`src/rtl/iris_filter_pkg.sv`:
```
// Shared FSM encoding, polarity-mode constants and effective-geometry helpers
// for the spike injector.
package iris_filter_pkg;

   typedef enum logic [1:0] {
      ST_IDLE = 2'b00,
      ST_RUN  = 2'b01,
      ST_DONE = 2'b10
   } state_t;

   localparam logic [1:0] POL_POS = 2'b00;
   localparam logic [1:0] POL_NEG = 2'b01;
   localparam logic [1:0] POL_ALT = 2'b10;
   localparam logic [1:0] POL_RSV = 2'b11;

   function automatic logic [7:0] eff_width(input logic [7:0] width);
      return (width == 8'd0) ? 8'd1 : width;
   endfunction

   // Period is stretched so every spike is followed by at least one clean sample.
   function automatic logic [15:0] eff_period(input logic [15:0] period, input logic [7:0] weff);
      logic [15:0] min_period;
      min_period = {8'd0, weff} + 16'd1;
      return (period < min_period) ? min_period : period;
   endfunction

endpackage

```
`src/rtl/sat_addsub.sv`:
```
// Signed sample plus/minus an unsigned magnitude, computed two bits wide
// and clamped to the signed DATA_WIDTH range.
module sat_addsub #(
   parameter int DATA_WIDTH = 14
) (
   input  logic [DATA_WIDTH-1:0] i_a,
   input  logic [DATA_WIDTH-1:0] i_mag,
   input  logic                  i_sub,
   output logic [DATA_WIDTH-1:0] o_y
);

   localparam logic signed [DATA_WIDTH+1:0] W_MAX = {3'b000, {(DATA_WIDTH-1){1'b1}}};
   localparam logic signed [DATA_WIDTH+1:0] W_MIN = {3'b111, {(DATA_WIDTH-1){1'b0}}};

   logic signed [DATA_WIDTH+1:0] w_a;
   logic signed [DATA_WIDTH+1:0] w_b;
   logic signed [DATA_WIDTH+1:0] w_sum;

   assign w_a   = {{2{i_a[DATA_WIDTH-1]}}, i_a};
   assign w_b   = {2'b00, i_mag};
   assign w_sum = i_sub ? (w_a - w_b) : (w_a + w_b);

   // Clamp the widened result into the representable range.
   always_comb begin
      o_y = w_sum[DATA_WIDTH-1:0];
      if (w_sum > W_MAX) begin
         o_y = W_MAX[DATA_WIDTH-1:0];
      end else if (w_sum < W_MIN) begin
         o_y = W_MIN[DATA_WIDTH-1:0];
      end else begin
         o_y = w_sum[DATA_WIDTH-1:0];
      end
   end

endmodule

```
`src/rtl/spike_injector.sv`:
```
// Periodically corrupts a signed sample stream with saturated +/- spikes of
// programmable width, period, polarity and burst count; one-cycle latency.
module spike_injector
   import iris_filter_pkg::*;
#(
   parameter int DATA_WIDTH = 14
) (
   input  logic                  i_clk,
   input  logic                  i_rst_n,
   input  logic [DATA_WIDTH-1:0] i_data,
   input  logic                  i_valid,
   input  logic                  i_en,
   input  logic [15:0]           i_period,
   input  logic [7:0]            i_width,
   input  logic [DATA_WIDTH-1:0] i_amplitude,
   input  logic [1:0]            i_pol_mode,
   input  logic [7:0]            i_burst,
   output logic [DATA_WIDTH-1:0] o_data,
   output logic                  o_valid,
   output logic                  o_injecting,
   output logic                  o_done
);

   state_t                r_state;
   state_t                w_next_state;
   logic [15:0]           r_idx;
   logic [7:0]            r_cnt;
   logic                  r_pol;
   logic [15:0]           r_period;
   logic [7:0]            r_width;
   logic [DATA_WIDTH-1:0] r_amp;
   logic [1:0]            r_mode;
   logic [7:0]            r_burst;
   logic [DATA_WIDTH-1:0] r_data;
   logic                  r_valid;
   logic                  r_inj;

   logic [7:0]            w_weff;
   logic [15:0]           w_peff;
   logic                  w_advance;
   logic                  w_corrupt;
   logic                  w_spike_end;
   logic                  w_sub;
   logic [DATA_WIDTH-1:0] w_sat;

   assign w_weff = eff_width(r_width);
   assign w_peff = eff_period(r_period, w_weff);

   sat_addsub #(
      .DATA_WIDTH(DATA_WIDTH)
   ) u_sat_addsub (
      .i_a   (i_data),
      .i_mag (r_amp),
      .i_sub (w_sub),
      .o_y   (w_sat)
   );

   // State register.
   always_ff @(posedge i_clk or negedge i_rst_n) begin
      if (!i_rst_n) begin
         r_state <= ST_IDLE;
      end else begin
         r_state <= w_next_state;
      end
   end

   // Next-state and per-sample corruption decode.
   always_comb begin
      w_next_state = r_state;
      w_advance    = 1'b0;
      w_corrupt    = 1'b0;
      w_spike_end  = 1'b0;
      case (r_state)
         ST_IDLE: begin
            if (i_en) begin
               w_next_state = ST_RUN;
            end else begin
               w_next_state = ST_IDLE;
            end
         end
         ST_RUN: begin
            if (!i_en) begin
               w_next_state = ST_IDLE;
            end else if (i_valid) begin
               w_advance   = 1'b1;
               w_corrupt   = (r_idx < {8'd0, w_weff});
               w_spike_end = (r_idx == ({8'd0, w_weff} - 16'd1));
               if (w_spike_end && (r_burst != 8'd0) &&
                   (({1'b0, r_cnt} + 9'd1) == {1'b0, r_burst})) begin
                  w_next_state = ST_DONE;
               end else begin
                  w_next_state = ST_RUN;
               end
            end else begin
               w_next_state = ST_RUN;
            end
         end
         ST_DONE: begin
            if (i_en) begin
               w_next_state = ST_DONE;
            end else begin
               w_next_state = ST_IDLE;
            end
         end
         default: begin
            w_next_state = ST_IDLE;
         end
      endcase
   end

   // Spike polarity for the current sample.
   always_comb begin
      w_sub = 1'b0;
      case (r_mode)
         POL_POS: w_sub = 1'b0;
         POL_NEG: w_sub = 1'b1;
         POL_ALT: w_sub = r_pol;
         POL_RSV: w_sub = 1'b0;
         default: w_sub = 1'b0;
      endcase
   end

   // Snapshot, sample index, spike counter and alternating polarity.
   always_ff @(posedge i_clk or negedge i_rst_n) begin
      if (!i_rst_n) begin
         r_idx    <= 16'd0;
         r_cnt    <= 8'd0;
         r_pol    <= 1'b0;
         r_period <= 16'd0;
         r_width  <= 8'd0;
         r_amp    <= '0;
         r_mode   <= 2'b00;
         r_burst  <= 8'd0;
      end else if ((r_state == ST_IDLE) && i_en) begin
         r_idx    <= 16'd0;
         r_cnt    <= 8'd0;
         r_pol    <= 1'b0;
         r_period <= i_period;
         r_width  <= i_width;
         r_amp    <= i_amplitude;
         r_mode   <= i_pol_mode;
         r_burst  <= i_burst;
      end else if (w_advance) begin
         r_idx <= (r_idx >= (w_peff - 16'd1)) ? 16'd0 : (r_idx + 16'd1);
         if (w_spike_end) begin
            r_cnt <= (r_cnt == 8'hFF) ? r_cnt : (r_cnt + 8'd1);
            r_pol <= (r_mode == POL_ALT) ? ~r_pol : r_pol;
         end
      end
   end

   // Registered output stage; data and flag hold across invalid cycles.
   always_ff @(posedge i_clk or negedge i_rst_n) begin
      if (!i_rst_n) begin
         r_data  <= '0;
         r_valid <= 1'b0;
         r_inj   <= 1'b0;
      end else if (i_valid) begin
         r_data  <= w_corrupt ? w_sat : i_data;
         r_valid <= 1'b1;
         r_inj   <= w_corrupt;
      end else begin
         r_valid <= 1'b0;
      end
   end

   assign o_data      = r_data;
   assign o_valid     = r_valid;
   assign o_injecting = r_inj;
   assign o_done      = (r_state == ST_DONE);

endmodule

```
`config.mk`:
```
export PLATFORM = sky130hd
export DESIGN_NAME = spike_injector
export DESIGN_NICKNAME = d
export VERILOG_FILES = /design/src/rtl/iris_filter_pkg.sv /design/src/rtl/sat_addsub.sv /design/src/rtl/spike_injector.sv
export SDC_FILE = /design/constraint.sdc
export NUM_CORES = 1
export LEC_CHECK = 0
export CAP_MARGIN = 20
export CORE_MARGIN = 8
export CORE_UTILIZATION = 45
export DETAILED_ROUTE_END_ITERATION = 12
export PLACE_DENSITY = 0.77
export SLEW_MARGIN = 20
export SYNTH_ARGS = -nofsm -noshare
export SYNTH_HDL_FRONTEND = slang
export SYNTH_SLANG_ARGS = --single-unit
```
`constraint.sdc`:
```
create_clock -name i_clk -period 7.85 [get_ports i_clk]
set_input_delay 0.785 -clock i_clk [delete_from_list [all_inputs] [get_ports i_clk]]
set_output_delay 0.785 -clock i_clk [all_outputs]
set_load 0.02 [all_outputs]
```
==> out/results.ini <==
[place]
gp_congestion=0.911
placed_cells=978
port_buffers=82
dp_hpwl_um=12500

[yosys]
postSynthAreaPerCell_sq_um=9.20
yosysWarnings=0
ys_seq_area_share_pct=33.9
syn-num-nets=849
synth_cell_type_count=62
synth-main-ff-cell=dfrtp_1
synth_top_area_share_pct=33.9
syn_inst=729
synth-edff-count=0
netlist_area_sq_um=6710
async_flop_share_pct=100
synth_top_cells_by_area=dfrtp_1, ha_1, mux2_2, xnor2_1, xor2_1
ys_ff_latch=91
yosysTopAreaCell=dfrtp_1

[power]
p_per_area_nw_per_um2=227
p_int_uw=1120
ir_drop_uv=133
p_leak_uw=0.00343
pwr-share-clk_pct=23.4
pwr-share-comb_pct=43.2
p_sw_uw=698
seqPwrFrac_pct=33.4
p_sw_share_pct=38.5

[sta]
fmax_mhz=150
holdWs_ns=0.388
skew_ns=0.00939
maxSlewViolCount=0
finalSetupViolCount=0
max-slew-margin-rel_pct=36.7
hold_viol=0
worst_pin_slew_ns=0.949
setup-tns-final_ns=0
period_needed_ns=6.65
rsz0062_at_grt=no
post-route-period-util_pct=84.7

[global_route]
use_met3_pct=3.80
use_met2_pct=26.8
grt_use_total_pct=17.2
grt_antenna_before_repair=0
grt_pass1_vias=5559
top_usage_layer=met2
grtUsageMet1_pct=23.1
grt_pass1_wl_um=27900
grt_max_degree=55
gr-total-overflow=0

[critical_path]
path_cells=nor4_4 -> a41oi_4 -> ha_1 -> inv_1 -> ha_1 -> a2111oi_0 -> a21oi_2 -> a221oi_4 -> buf_4 -> mux2i_1 -> ha_1 -> nor3b_1 -> xor2_1 -> o221ai_1 -> ha_1 -> a21o_1 -> a21o_1 -> a211o_1 -> or3_1 -> o21a_1 -> nand2_1 -> o21ai_0 -> a31oi_1
cp_slowest_cell=nand2_1
slowest_delay_ns=0.58
cp_max_fo=26
end_kind=flop
crit_top_cell=ha_1
worst-path-buf-inv=2
critPathArrivalTime_ns=6.91
worstSetupPathType=flop to flop
crit_family=compound AO/OA/AOI/OAI gates
r2r_cells=23
path_depth=23
worstSetupStartpointType=flop
cp.required_ns=8.12

[detailed_routing]
drc=0
first_pass_iters=5
route.vias.total=5689
drtIter0Drc=358
viasPerCell=5.72
routed_wirelength_um=16400
ant_nets=0
wl_per_cell_um=16.5

[finish]
stdcell_count=994
antennaDiodeCount=0
drive_above_1_share_pct=9.88
layout_common_cells=dfrtp_1, clkdlybuf4s50_1, nand2_1
nets=925
area_growth_pct=19.3
layout_commonest_cell=dfrtp_1

[clocking]
clk-insertion-delay-late_ns=0.36
clkTransAtPathRegs_ns=0.07
cts_setup_buffers=0
cts_resized=0
cts_tree=built
h-tree-depth=3
numCtsBuffers=9
ctsHoldBuffers=0
cts.path.max_buffers=2
clock_sinks=91
cts_root_buf=clkbuf_16

[floorplanning]
die_x_um=138
die_area_sq_um=19100
io_pins=83
core_area_sq_um=14500
start_util_pct=46.2
rows=44
die_h_um=138

[hold_path]
min_path_type=input port to async pin

[run_status]
status=finished clean

[flow_run]
max_cap_violations=0

cell usage after synthesis (2+ instances only):
cell type	n
or2_2	3
o41ai_1	2
mux2_2	37
nand2b_1	24
nor3b_1	3
and3_1	12
dfrtp_1	91
ha_1	53
nand3b_1	3
xor2_1	33
o22ai_1	12
a21o_1	19
nand2_1	62
a31oi_1	13
mux2i_1	8
a211o_1	7
nand4_1	12
nor3_1	17
a21oi_1	56
inv_1	27
xnor2_1	37
o31ai_1	3
o211ai_1	8
clkbuf_1	16
a22o_1	2
o21a_1	9
or3_1	9
or4_1	5
nor2_1	39
nor2b_1	9
nand3_1	18
o21ai_0	39
buf_2	5
o21ai_1	2
nor4_1	6
a31o_2	2
power by group through the flow:
| stage | Combinational, uW | Sequential, uW | Clock [uW] |
|---|---|---|---|
| 4_1_cts | 784 | 605 | 437 |
| 5_1_grt | 875 | 617 | 453 |
| 6_report | 785 | 606 | 425 |
| 3_3_place_gp | 764 | 611 | 0 |
| 3_5_place_dp | 780 | 614 | 0 |
| 2_1_floorplan | 560 | 613 | 0 |
flip-flops by register name (all words and copies together) (netlist names):
| signal | cells |
|---|---|
| o_data | 14 |
| r_period | 16 |
| r_cnt | 8 |
| r_width | 8 |
| r_state | 2 |
| r_pol | 1 |
| o_injecting | 1 |
| r_amp | 14 |
| r_burst | 8 |
| o_valid | 1 |
| r_mode | 2 |
| r_idx | 16 |
kinds of logic after synthesis:
| kind of cell | synth area share [%] |
|---|---|
| simple gates | 18.1 |
| compound gates | 18.0 |
| flops | 33.9 |
| xor+xnor | 9.38 |
| fa+ha+maj | 10.2 |
| buf+inv | 2.85 |
| mux | 7.61 |
per-layer routing:
metal / wire length (um) / part of all wire (%)
met2: 7570 / 46
met4: 315 / 1.9
met1: 7800 / 48
met3: 687 / 4.2
met5: 0 / 0
area by class of cell:
type,count,area (sq um)
sequential,91,2280
inverter,27,101
clock inverter,6,46.3
clock buffer,10,239
multi-input combinational,589,4250
tap,184,230
timing repair buffer,87,856
fill,1319,6530
worst paths after layout:
check,slack (ns),end,from
min in group i_clk,0.49,o_injecting$_DFFE_PN0P_,o_injecting$_DFFE_PN0P_
worst min-delay path,0.39,r_period[2]$_DFFE_PN0P_,i_rst_n
worst max register to register,1.20,r_idx[15]$_DFFE_PN0P_,r_width[5]$_DFFE_PN0P_
max in group asynchronous,6.38,o_data[8]$_DFFE_PN0P_,i_rst_n
worst max-delay path,1.20,r_idx[15]$_DFFE_PN0P_,r_width[5]$_DFFE_PN0P_
worst min register to register,0.49,o_injecting$_DFFE_PN0P_,o_injecting$_DFFE_PN0P_
worst reg2reg max path, cell delays in order (launching register included):
cell and delay [ns]:
dfrtp_1 0.50, nor4_4 0.46, a41oi_4 0.21, ha_1 0.40
inv_1 0.06, ha_1 0.19, a2111oi_0 0.47, a21oi_2 0.15
a221oi_4 0.23, buf_4 0.28, mux2i_1 0.29, ha_1 0.36
nor3b_1 0.32, xor2_1 0.18, o221ai_1 0.13, ha_1 0.21
a21o_1 0.18, a21o_1 0.19, a211o_1 0.30, or3_1 0.30
o21a_1 0.15, nand2_1 0.58, o21ai_0 0.21, a31oi_1 0.21
through the flow:
step	worst slack [ns]	cell area, sq um	utilization (%)	power, uW
global route	0.751	8000	55.1	1950
finish	1.20	8000	55.1	1820
global placement	1.58	7720	53.1	1380
detailed placement	1.29	7720	53.1	1390
CTS	1.27	8000	55.1	1830
floorplan	1.64	6710	-	1170
Power figures use the tool's default switching activity.
